File: config.mk
export PLATFORM = sky130hd
export DESIGN_NAME = if_prefetch
export DESIGN_NICKNAME = d
export VERILOG_FILES = /design/src/rtl/if_pkg.sv /design/src/rtl/if_sync_fifo.sv /design/src/rtl/if_prefetch.sv
export SDC_FILE = /design/constraint.sdc
export NUM_CORES = 1
export LEC_CHECK = 0
export ABC_AREA = 1
export BUFFER_PORTS_ARGS = -buffer_cell sky130_fd_sc_hd__buf_2
export CAP_MARGIN = 40
export CORE_MARGIN = 2
export CORE_UTILIZATION = 40
export DETAILED_ROUTE_END_ITERATION = 6
export MAX_ROUTING_LAYER = met4
export PLACE_DENSITY = 0.57
export SYNTH_ARGS = -nofsm -noshare
export SYNTH_HDL_FRONTEND = slang
export SYNTH_HIERARCHICAL = 1
export SYNTH_SLANG_ARGS = --single-unit
File: constraint.sdc
create_clock -name i_clk -period 7.1 [get_ports i_clk]
set_input_delay 0.71 -clock i_clk [delete_from_list [all_inputs] [get_ports i_clk]]
set_output_delay 0.71 -clock i_clk [all_outputs]
set_load 0.01 [all_outputs]
File: src/rtl/if_pkg.sv
// Shared constants and prefetch-queue entry layout for the instruction-fetch stage.
package if_pkg;

  localparam int unsigned INSTR_W = 32;
  localparam int unsigned PC_W    = 32;
  localparam int unsigned PC_STEP = 4;

  typedef struct packed {
    logic [INSTR_W-1:0] instr;
    logic [PC_W-1:0]    pc;
  } fq_entry_t;

endpackage

File: src/rtl/if_sync_fifo.sv
// Synchronous FIFO with flush, occupancy count and fall-through head (read data is the
// entry at the read pointer, no read latency).
module if_sync_fifo #(
  parameter int unsigned WIDTH = 32,
  parameter int unsigned DEPTH = 4
) (
  input  logic                   i_clk,
  input  logic                   i_rst,
  input  logic                   i_flush,
  input  logic                   i_wr_en,
  input  logic [WIDTH-1:0]       i_wr_data,
  input  logic                   i_rd_en,
  output logic [WIDTH-1:0]       o_rd_data,
  output logic [$clog2(DEPTH):0] o_count
);

  localparam int unsigned PTR_W = $clog2(DEPTH);
  localparam int unsigned CNT_W = PTR_W + 1;

  logic [WIDTH-1:0] mem [DEPTH];
  logic [PTR_W-1:0] wr_ptr;
  logic [PTR_W-1:0] rd_ptr;
  logic [CNT_W-1:0] count;
  logic             full;
  logic             empty;
  logic             do_wr;
  logic             do_rd;

  assign full      = (count == CNT_W'(DEPTH));
  assign empty     = (count == '0);
  assign do_wr     = i_wr_en && !full;
  assign do_rd     = i_rd_en && !empty;
  assign o_rd_data = mem[rd_ptr];
  assign o_count   = count;

  // Pointers wrap naturally since DEPTH is a power of two; flush discards everything.
  always_ff @(posedge i_clk) begin
    if (i_rst || i_flush) begin
      wr_ptr <= '0;
      rd_ptr <= '0;
      count  <= '0;
    end else begin
      if (do_wr) wr_ptr <= wr_ptr + PTR_W'(1);
      if (do_rd) rd_ptr <= rd_ptr + PTR_W'(1);
      if (do_wr && !do_rd) begin
        count <= count + CNT_W'(1);
      end else if (!do_wr && do_rd) begin
        count <= count - CNT_W'(1);
      end
    end
  end

  always_ff @(posedge i_clk) begin
    if (do_wr) mem[wr_ptr] <= i_wr_data;
  end

endmodule

File: src/rtl/if_prefetch.sv
// Instruction-fetch stage: owns the PC, keeps several fetches in flight against a
// variable-latency memory and buffers in-order responses in a prefetch queue for decode.
module if_prefetch
  import if_pkg::*;
#(
  parameter int unsigned     XLEN     = 32,
  parameter int unsigned     FQ_DEPTH = 4,
  parameter logic [XLEN-1:0] RESET_PC = '0
) (
  input  logic                      i_clk,
  input  logic                      i_rst,
  input  logic                      i_redirect,
  input  logic [XLEN-1:0]           i_redirect_pc,
  output logic                      o_imem_req_valid,
  input  logic                      i_imem_req_ready,
  output logic [XLEN-1:0]           o_imem_req_addr,
  input  logic                      i_imem_rsp_valid,
  input  logic [INSTR_W-1:0]        i_imem_rsp_data,
  output logic                      o_id_valid,
  input  logic                      i_id_ready,
  output logic [INSTR_W-1:0]        o_id_instr,
  output logic [XLEN-1:0]           o_id_pc,
  output logic [XLEN-1:0]           o_id_pc_plus4,
  output logic [$clog2(FQ_DEPTH):0] o_fq_count
);

  localparam int unsigned     CNT_W      = $clog2(FQ_DEPTH) + 1;
  localparam int unsigned     SUM_W      = CNT_W + 1;
  localparam logic [XLEN-1:0] PC_INC     = XLEN'(PC_STEP);
  localparam logic [XLEN-1:0] ALIGN_MASK = ~XLEN'(3);
  localparam logic [XLEN-1:0] RESET_PC_A = RESET_PC & ALIGN_MASK;

  logic [XLEN-1:0]  pc;
  logic [XLEN-1:0]  rsp_pc;
  logic [XLEN-1:0]  redirect_tgt;
  logic [XLEN-1:0]  head_pc;
  logic [CNT_W-1:0] outstanding;
  logic [CNT_W-1:0] stale;
  logic [CNT_W-1:0] fq_count;
  logic             credit_ok;
  logic             req_fire;
  logic             rsp_ok;
  logic             enq;
  logic             deq;
  fq_entry_t        enq_entry;
  fq_entry_t        head_entry;

  assign redirect_tgt = i_redirect_pc & ALIGN_MASK;

  // Queued plus in-flight fetches never exceed the queue size, so enqueue never meets a full queue.
  assign credit_ok        = (SUM_W'(fq_count) + SUM_W'(outstanding)) < SUM_W'(FQ_DEPTH);
  assign o_imem_req_valid = !i_redirect && credit_ok;
  assign o_imem_req_addr  = pc;
  assign req_fire         = o_imem_req_valid && i_imem_req_ready;

  // A response with nothing outstanding is a protocol error and is ignored.
  assign rsp_ok = i_imem_rsp_valid && (outstanding != '0);
  assign enq    = rsp_ok && (stale == '0) && !i_redirect;

  assign o_id_valid = (fq_count != '0);
  assign deq        = o_id_valid && i_id_ready && !i_redirect;
  assign o_fq_count = fq_count;

  assign enq_entry = '{instr: i_imem_rsp_data, pc: PC_W'(rsp_pc)};

  if_sync_fifo #(
    .WIDTH ($bits(fq_entry_t)),
    .DEPTH (FQ_DEPTH)
  ) u_fq (
    .i_clk     (i_clk),
    .i_rst     (i_rst),
    .i_flush   (i_redirect),
    .i_wr_en   (enq),
    .i_wr_data (enq_entry),
    .i_rd_en   (deq),
    .o_rd_data (head_entry),
    .o_count   (fq_count)
  );

  // Head is zeroed while the queue is empty so decode never sees uninitialised storage.
  assign head_pc       = XLEN'(head_entry.pc);
  assign o_id_instr    = o_id_valid ? head_entry.instr : '0;
  assign o_id_pc       = o_id_valid ? head_pc : '0;
  assign o_id_pc_plus4 = o_id_valid ? (head_pc + PC_INC) : '0;

  always_ff @(posedge i_clk) begin
    if (i_rst) begin
      pc          <= RESET_PC_A;
      rsp_pc      <= RESET_PC_A;
      outstanding <= '0;
      stale       <= '0;
    end else begin
      if (req_fire && !rsp_ok) begin
        outstanding <= outstanding + CNT_W'(1);
      end else if (!req_fire && rsp_ok) begin
        outstanding <= outstanding - CNT_W'(1);
      end

      // Everything still in flight at a redirect belongs to the old path and is dropped on return.
      if (i_redirect) begin
        pc     <= redirect_tgt;
        rsp_pc <= redirect_tgt;
        stale  <= outstanding - CNT_W'(rsp_ok);
      end else begin
        if (req_fire) pc <= pc + PC_INC;
        if (rsp_ok) begin
          if (stale != '0) begin
            stale <= stale - CNT_W'(1);
          end else begin
            rsp_pc <= rsp_pc + PC_INC;
          end
        end
      end
    end
  end

endmodule

==> results of run 1 <==
sequential cells by signal, summed over array words and instances, names as in the netlist, named ones only:
register         count
u_fq/o_count         3
u_fq/wr_ptr          2
u_fq/mem           256
o_imem_req_addr     30
stale                3
rsp_pc              30
u_fq/rd_ptr          2
outstanding          3
cell usage after synthesis (all sizes together):
master	instances	share of area, %
a21o	1	0.047
ha	15	1.2
o22ai	64	2.5
dfxtp	75	9.4
conb	1	0.023
o31ai	1	0.047
fa	2	0.25
nor4	1	0.039
o21ai	181	5.6
o21bai	3	0.14
nand3b	11	0.54
or2	5	0.19
nand2	306	7.4
a21oi	78	2.4
buf	51	2.3
o211ai	3	0.14
nand3	95	3.1
nand4	8	0.41
clkinv	1	0.023
inv	176	4.1
xnor2	5	0.27
edfxtp	256	48
and2	2	0.078
xor2	16	0.87
nor3	23	0.89
nor3b	2	0.12
clkbuf	28	0.68
o21a	1	0.047
nor2	348	8.8
a31oi	10	0.39
worst max-delay path, stage by stage (launching register included):
cell     delay (ps)
dfxtp_4         770
buf_4           710
o21ai_0         190
o22ai_1         490
ha_1            300
nand2_2          90
nor2_4          190
nand2_4          90
nor2_8          160
nand3_4         120
nor2_4          140
a21oi_1          70
nor2_1          190
buf_2           180
report_power, final:
group / switching [mW] / internal, mW / total, mW
clock: 0.777 / 1.03 / 1.81
combinational: 0.399 / 0.200 / 0.600
sequential: 0.0934 / 2.19 / 2.29
routing by layer:
metal	track usage (%)	up-vias	routed length, um
met5	-	-	0
met4	5.280	0	802
met3	3.380	49	2475
met2	31.67	371	19090
met1	30.04	6043	20760
li1	-	6337	-
worst min-delay path by stage:
stage	endpoint	slack, ps	cells past startpoint
after floorplan	flop	470	2
after global placement	flop	480	2
after detailed placement	flop	500	2
after CTS	u_fq/mem[2][35]	350	1
after global routing	u_fq/mem[0][34]	350	1
final	u_fq/mem[0][34]	370	1
cells by family after synthesis:
kind of cell | after synthesis | synth area share (%)
simple gates | 801 | 21.60
other cells | 1 | 0.02337
xor+xnor | 21 | 1.146
compound gates | 342 | 11.39
buf+inv | 256 | 7.144
flops | 331 | 57.28
fa+ha+maj | 17 | 1.419
area by class of cell:
cell class	instances	area share [%]
inverter	177	3.576
clock inverter	24	0.9057
sequential	331	49.30
timing repair buffer	215	6.441
clock buffer	44	5.273
multi-input combinational	1191	30.98
tap	525	3.522
==> results summary, run 1 <==
The worst setup path is of the reg2out kind. The sum of net half-perimeters after detailed placement is 28.63 mm. The total count of max-transition violations in the final report is 0. After clock tree synthesis, the setup repair step added 0 buffers. The startpoint of the most critical register-to-register path is stale[0]. The endpoint identified for the worst register-to-register timing path is u_fq/mem[0][5]. The final wirelength is 43.13 mm.

The maximum VDD drop came out at 0.1539 mV. During placement, the flow inserted port buffers numbering 198. The length in cells of the worst reg-to-reg path is 10. Of the synthesized area, sequential elements account for 57.28%. The cell row count came out at 73. The depth of the CTS H-tree came out at 2. The minimum period implied by the final worst setup slack came out at 4940 ps. The pin count of the biggest net entering global routing is 77. The final count of hold timing violations is 0.

The worst setup path is captured at a primary output. The final-layout setup total negative slack came out at 0 ps. The total clock buffers created by CTS is 37.

The number of antenna diodes in the final layout is 0. CTS placed an instance of clkbuf_16 at the clock tree root. The synthesized instance count is 1769. The total congestion overflow is 0. The final worst-path cycle share is 69.58%. For this run, design rule violations remaining after detail routing come to 0. The maximum root-to-sink buffer count came out at 3. The total non-filler cell area in the finished layout came out at 18650 um2. The first global-routing pass estimated 66.81 mm of wire.

The die height came out at 204.3 um. The layout-stage area growth over the synthesis result came out at 16.25%. The post-detailed-route count of antenna-violating nets came out at 0. The number of gates resized after cts came out at 0.

Leaving out fill and tap cells, the most frequent cells in the layout are nor2_1, nand2_1, edfxtp_1. The upper clock frequency limit came out at 202.4 MHz. The final-layout worst hold slack is 372.7 ps. The count of cell types in the netlist is 49. Global routing consumed, over all layers together, 21.16% of the routing resources.

In the final layout, the multi-input gates occupy 5778 um2. The number of max-cap violations came out at 0. The path class of the tightest hold or removal check is in2reg. The library cell used most frequently in the layout, excluding fill and tap cells, is nor2_1.

The filler cell count is 3799. The maximum fanout along the worst path is 72. The average wire length per cell after detail routing is 17.20 um. The power per cell area is 252.0 nW/um2. The setup slack at placement came out at 2633 ps. The initial DRC count is 913. The minimum setup slack among reg-to-reg paths is 4000 ps. The number of global-route vias before repair is 11838. The number of iterations in the first detailed-routing pass is 6.

The average footprint of a synthesized cell came out at 9.069 um2. The die outline area came out at 41720 um2. The setup-violating endpoint count in the final report is 0. The sequential cell area came out at 9194 um2. The worst endpoint data arrival time came out at 4230 ps. At the pin with the least slew margin, the transition time is 877.0 ps. Synthesis inferred 331 register bits.

The number of antenna violations at the first check in global routing came out at 0. The non-filler instance count after layout is 2507. TritonCTS built the clock tree.

The analysis attributes to cell leakage a power of 7.427 nW. The worst setup path is launched from a flop. The core region is 39640 um2.

The data required time of the critical path came out at 6390 ps. Summing every instance area after synthesis gives 16040 um2. After clock tree synthesis, the flow added hold-fix buffers numbering 0. Across the routed clock network, the largest skew measured is 24.35 ps. The worst slew margin relative to its limit came out at 41.54%. The congestion estimate from routability-driven global placement came to 0.8827.

The total power of the final layout is 4.699 mW. The width of the chip came out at 204.3 um. The run finished with clean final reports.

The count of nets after finishing is 2040. In the routed layout, each cell is associated on average with a via count of 5.106. The total vias in the final route came out at 12800.

The initial core utilization is 40.47%. The worst hold path begins at i_imem_rsp_data[2]. The clock input transition at the sequential cells of the worst setup and hold paths came out at 60 ps. Once layout is complete, the utilization of the core stands at 47.05%. The post-route worst setup slack came out at 2160 ps. The clock latency of the later-clocked register in the worst-skew pair is 550 ps. Setup repair after global routing left no endpoint under its margin. In the final layout, the share of cells above drive strength 1 is 16.50%. The endpoint of the worst setup timing path is o_id_pc_plus4[26]. The Yosys warning count came out at 6. The number of I/O pins is 203. Once placement finished, the instance area stood at 17500 um2.

The clock sink count came out at 331. The cell count after placement is 2439.
No activity file was read; power rests on OpenSTA's default activity.
==> run 2: changes to the inputs <==
Clock period 7.1 ns to 4.6 ns, I/O delays scaled along.
==> results summary, run 2 (synthesized netlist as in run 1, its figures left out) <==
The flow ran to the end, and the final reports show no timing, DRC or antenna violations. The die height came out at 204.3 um. The total vias in the final route came out at 12872. The clock input transition at the sequential cells of the worst setup and hold paths is 60 ps. The layout cell share with drive strength beyond 1 came out at 16.74%.

The pin count of the biggest net entering global routing is 67. For the final routed database, the setup TNS stands at 0 ps. The number of max-cap violations is 0. The endpoint of the worst hold-timing path is u_fq/mem[3][54]. Among the stages of the critical path, the cell type that occurs most often is nand2_1. The total clock buffers created by CTS is 38. Along the worst path, the maximum fanout reaches 64.

The maximum root-to-sink buffer count is 3. The multi-input combinational cells in the finished layout cover a total of 5778 um2. The length in cells of the worst reg-to-reg path is 11. The critical path goes through o21ai_0, o22ai_1, ha_1, nand3_1, nor4_1, nand2_1, nand2_1, nand2_1, nor2_1, buf_2.

For the pin with the worst max-slew slack, the measured transition is 775.7 ps. The number of I/O pins came out at 203. The category of the critical setup timing path is reg2out. The root buffer cell chosen for the clock tree is clkbuf_16. The power per cell area came out at 391.6 nW/um2. The depth of the CTS H-tree came out at 2. The total congestion overflow is 0. The worst endpoint data arrival time is 3640 ps. In the final routed layout, each cell accounts on average for 17.04 um. The layout-stage area growth over the synthesis result is 16.77%. The weighted congestion reported at the end of routability-driven placement came out at 0.8800. The worst setup skew after layout came out at 16.69 ps. Counting instances, the worst hold path has a depth of 1.

The utilization after layout is 47.26%. The startpoint kind of the worst setup timing path is a flop. Setup violations remaining at the end of the flow were counted as 0. The number of flip-flops in the largest register is 256. The cell family with the largest share of critical-path delay is simple AND/OR/NAND/NOR gates. Measured against its own limit, the worst slew margin works out to 48.17%.

The commonest non-fill, non-tap cell in the layout is nor2_1. The library cells used most frequently in the layout, excluding fill and tap cells, are nor2_1, nand2_1, edfxtp_1. The final worst-path cycle share is 89.20%. The register ranked first by flip-flop count is u_fq/mem. After detailed routing, the number of vias per cell comes to 5.120. For this run, the detailed router's first-pass iteration total came to 5.

The wire length of the first global-routing pass is 66.64 mm. The count of nets after finishing is 2047. The core area came out at 39640 um2. The cell row count is 73. Counting both buffers and inverters, the worst setup path holds a total of 1.

TritonCTS built the clock tree. The total count of max-transition violations in the final report was 0. The data required time of the critical path came out at 4140 ps.

For this design, the CTS-stage hold fixing added 0 buffers. The final count of hold timing violations is 0. The die covers 41720 um2. The number of input and output port buffers inserted is 198.

The number of gates resized after cts is 0. The capture point of the worst reg-to-reg path is outstanding[2]. The number of global-route vias before repair is 12061.

The worst register-to-register path has a setup slack of 1560 ps. The number of antenna violations at the first check in global routing is 0. The initial core utilization came out at 40.47%. The sequential cell area came out at 9194 um2. The number of post-CTS setup repair buffers came out at 0. The delay of the slowest critical-path stage is 800 ps. The path class of the tightest hold or removal check is in2reg. The initial DRC count came out at 859. The worst register-to-register path begins at u_fq/o_count[2]. The final wirelength is 42.85 mm. STA classifies the critical path endpoint as a primary output. The leakage component of the power came out at 7.455 nW. The clock net in this run drives a total of 331 sinks. Detailed placement finished with a half-perimeter wire length of 28.78 mm.

The maximum VDD drop is 0.2124 mV. The width of the chip is 204.3 um. The standard cell with the maximum stage delay on the critical path is dfxtp_4.

The overall fraction of global-route tracks in use is 20.87%. For the finished layout, the period the worst path requires is 4103 ps. The upper clock frequency limit came out at 243.7 MHz. After filler insertion, the fill cell instance count of the layout stands at 3787. For this run, design rule violations remaining after detail routing come to 0. The post-detailed-route count of antenna-violating nets came out at 0.

Setup repair after global routing left no endpoint under its margin. The antenna cell count came out at 0. The worst hold path begins at i_imem_rsp_data[22].

The clock latency of the later-clocked register in the worst-skew pair came out at 530 ps.
[run 2: cell types whose count changed in the layout (fill, tap and decap cells not counted), moves of 2 or more]
| cell | before | now |
|---|---|---|
| clkbuf_1 | 5 | 7 |
| clkinv_2 | 9 | 6 |
| clkinvlp_4 | 2 | 4 |
| buf_4 | 11 | 16 |
[run 2: final cells by class]
| class | count | share of cell area, % |
|---|---|---|
| Clock buffer | 47 | 5.423 |
| Clock inverter | 22 | 0.8950 |
| Inverter | 177 | 3.560 |
| Multi-Input combinational cell | 1191 | 30.84 |
| Sequential cell | 331 | 49.08 |
| Tap cell | 525 | 3.507 |
| Timing Repair Buffer | 221 | 6.692 |
[run 2: layer usage]
metal / routed length [um] / track usage (%) / vias up / share of wire, %
li1: - / - / 6360 / -
met1: 20280 / 28.98 / 6104 / 47
met2: 19390 / 32.65 / 351 / 45
met3: 2474 / 2.822 / 57 / 5.8
met4: 703 / 4.658 / 0 / 1.6
met5: 0 / - / - / 0
[run 2: report_power, final]
part	switching [mW]	leakage (nW)	internal (mW)
logic	0.620	3.94	0.315
clock network	1.18	0.570	1.68
registers	0.148	2.95	3.39
[run 2: worst max path at each step]
stage | from | end | slack, ps | cells after the start
detailed placement | flop | o_id_pc_plus4[30] | 1000 | 10
floorplan | stale[0] | u_fq/mem[0][0] | 270 | 8
global route | flop | o_id_pc_plus4[30] | 210 | 13
CTS | flop | o_id_pc_plus4[30] | 420 | 10
finish | flop | o_id_pc_plus4[30] | 500 | 10
global placement | flop | o_id_pc_plus4[30] | 1070 | 10
[run 2: metrics by stage]
stage | std cells | setup WS, ps | power, mW | hold WS [ps] | instance area (um2)
finish | 2514 | 496.9 | 7.335 | 150.0 | 18730
global route | 2514 | 207.5 | 7.662 | 138.7 | 18730
CTS | 2514 | 421.5 | 7.412 | 127.7 | 18730
detailed placement | 2445 | 1002 | 4.533 | 516.2 | 17550
global placement | 2443 | 1073 | 4.506 | 487.8 | 17510
floorplan | 1778 | 271.3 | 4.160 | 466.9 | 16080
==> run 3: changes to the inputs <==
Settings changed: ABC_AREA 1 to unset, PLACE_DENSITY 0.57 to 0.61.
==> results summary, run 3 <==
The fraction of power spent switching nets came out at 24.89%. Across all layers, the routed design uses 9217 vias. The count of hold buffers inserted by post-cts repair is 0. The clock net in this run drives a total of 331 sinks. The final worst-path cycle share is 87.01%. The category of the critical setup timing path is reg2out.

Averaged over all synthesized cells, the footprint is 14.32 um2. Summed over all cells, the static leakage comes to 6.271 nW. The netlist area before placement came out at 14680 um2.

The cell row count is 70. The region available for standard cell placement spans 36350 um2. Leaving out fill and tap cells, the most frequent cells in the layout are edfxtp_1, buf_2, dfxtp_1. The final wirelength is 33.46 mm. edfxtp_1 is the most common cell in the netlist. The proportion of power drawn by the clock network is 39.4%. The number of iterations in the first detailed-routing pass came out at 5. The run finished with clean final reports.

The number of antenna violations at the first check in global routing is 0. The first global-routing pass estimated 51.99 mm of wire. The internal portion of total power came out at 5.456 mW. The netlist uses 64 different library cells. Setup violations remaining at the end of the flow were counted as 0. The maximum root-to-sink buffer count is 3. The worst-margin pin slew came out at 904.2 ps.

The worst endpoint data arrival time came out at 3540 ps. The pin count of the biggest net entering global routing is 64. The number of global-route vias before repair is 9095.

The post-route worst setup slack is 597.5 ps. The number of enable-type register cells in the synthesized netlist is 256. The maximum fanout along the worst path came out at 33. In the routed layout, each cell is associated on average with a via count of 5.325. The synthesized instance count came out at 1025. Power spread over the standard cell area amounts to 418.4 nW/um2.

The fraction of synthesis flops using an asynchronous set or reset pin is 0%. The most used flip-flop cell after synthesis is edfxtp_1. The clock input transition at the sequential cells of the worst setup and hold paths came out at 60 ps. Sequential cells account for 48.1% of the total power.

The number of I/O pins is 203. TritonCTS built the clock tree. The post-detailed-route count of antenna-violating nets came out at 0. The final-layout worst hold slack came out at 153.2 ps. Timing analysis after detailed placement gives a worst setup slack of 1104 ps. The total count of max-transition violations in the final report is 0. The weighted congestion reported at the end of routability-driven placement is 0.8082. The utilization after layout is 47.77%.

The post-synthesis register bit count came out at 331. In the global route stage, overall resource usage came out at 18.12%. The non-filler instance count after layout is 1731.

The initial DRC count came out at 466. The sum of net half-perimeters after detailed placement came out at 22.37 mm. The number of gates resized after cts came out at 0. Setup repair after global routing left no endpoint under its margin. edfxtp_1 takes more of the synthesized area than any other cell. The total placed instance area is 16180 um2. Leaving out fill and tap cells, the most frequent cell in the layout is edfxtp_1. The cell sitting at the root of the clock tree is a clkbuf_16. The upper clock frequency limit came out at 249.8 MHz. In this run the tightest slew margin relative to its limit is 39.72%. The routed design could run at a clock period as short as 4002 ps.

The total congestion overflow is 0. The clock reaches the later pin of the worst-skew pair after 520 ps. The critical path capture point type is a primary output. The register with the most flip-flops in the layout has 256 of them.

The final count of hold timing violations came out at 0. The portion of the post-synthesis area used by sequential elements came out at 62.59%. The die outline area is 38250 um2.

The total non-filler cell area in the finished layout is 17360 um2. The data required time of the critical path is 4140 ps. The number of post-CTS setup repair buffers is 0.

The total power of the final layout is 7.264 mW. The total clock buffers created by CTS came out at 37. 0 antenna diodes ended up in the layout. Fill cells in the final layout number 3276. From synthesis to final layout, the design area changed by 18.27%. The average wire length per cell after detail routing came out at 19.33 um. The depth of the CTS H-tree is 2. The switching component of the power is 1.808 mW. The register with the most flip-flops in the final layout is u_fq/mem. Across the run, the number of max-cap violations was 0. The min-delay analysis places its worst path in the category in2reg. The worst setup path is launched from a flop. For this run, the number of Yosys warnings is 6. The final-layout setup total negative slack came out at 0 ps. The cell count after placement is 1665. Ranked by total cell area, the synthesized netlist is headed by edfxtp_1, dfxtp_1, mux4_2. In this run the horizontal extent of the chip is 195.6 um. The maximum VDD drop came out at 0.2617 mV. After the last flow step, the layout net total stands at 1323. From bottom edge to top edge, the die measures 195.6 um. The area fraction of the dominant cell type after synthesis came out at 52.37%. The layout cell share with drive strength beyond 1 is 28.82%. The number of input and output port buffers inserted came out at 198. The part of the total power dissipated in combinational logic is 12.5%. In the routed design, unresolved DRC markers number 0. The worst setup skew after layout is 10.52 ps. The commonest cells after synthesis are edfxtp_1, dfxtp_1, mux4_2.

The initial core utilization came out at 40.39%.
-- run 3: cell count changes after synthesis, sizes merged, moves of 63 or more --
cell   before  now
and2        2   65
inv       176   46
mux4        0   64
nand2     306   33
nor2      348   50
o21ai     181   13
o22ai      64    0
-- run 3: worst paths after layout --
kind,startpoint,end,slack (ps),cells after the start
setup reg to reg,u_fq/o_count[2],outstanding[2],1470,10
hold / removal,i_imem_rsp_data[24],u_fq/mem[2][56],150,1
setup / recovery,flop,o_id_pc_plus4[27],600,7
hold reg to reg,o_imem_req_addr[25],o_imem_req_addr[25],530,1
-- run 3: final cells by class --
class / count / area [um2] / area share [%]
clock buffers: 46 / 1002 / 5.772
clock inverters: 20 / 181.4 / 1.045
inverters: 46 / 172.7 / 0.9945
multi-input cells: 608 / 5081 / 29.26
flip-flops and latches: 331 / 9194 / 52.95
well taps: 468 / 585.6 / 3.372
repair buffers: 212 / 1146 / 6.601
-- run 3: power groups by stage --
| stage | combinational, mW | sequential, mW | clock [mW] |
|---|---|---|---|
| after floorplan | 0.593 | 3.53 | 0 |
| after global placement | 0.910 | 3.55 | 0 |
| after detailed placement | 0.924 | 3.55 | 0 |
| after CTS | 0.928 | 3.49 | 2.93 |
| after global routing | 1.01 | 3.51 | 3.04 |
| final | 0.911 | 3.49 | 2.86 |
-- run 3: worst max-delay path, cell delays in order (launching register included) --
cell,delay (ps)
dfxtp_4,790
mux4_2,450
nand4_1,280
nor3_1,540
nand4_2,260
or3_1,370
a21oi_1,160
buf_2,160
-- run 3: cells by family (layout without fill, tap and decap cells) --
kind of cell	count (synthesis)	in the layout	synth area share [%]
and+or+nand+nor	308	308	12.40
DFF	331	331	62.59
buffers and inverters	95	324	3.060
AOI/OAI and AO/OA	135	135	6.077
other	1	10	0.02554
muxes	69	69	10.18
adders and majority gates	17	17	1.551
xor gates and xnor gates	69	69	4.117
-- run 3: per-layer routing --
metal  wire (um)  share of wire (%)  vias to the layer above  GRT usage (%)
met5           0                  0                        -              -
met3        2089                6.2                       48          2.539
met4         662                2.0                        0          4.835
met2       15180                 45                      301          28.45
met1       15530                 46                     4546          24.91
li1            -                  -                     4322              -
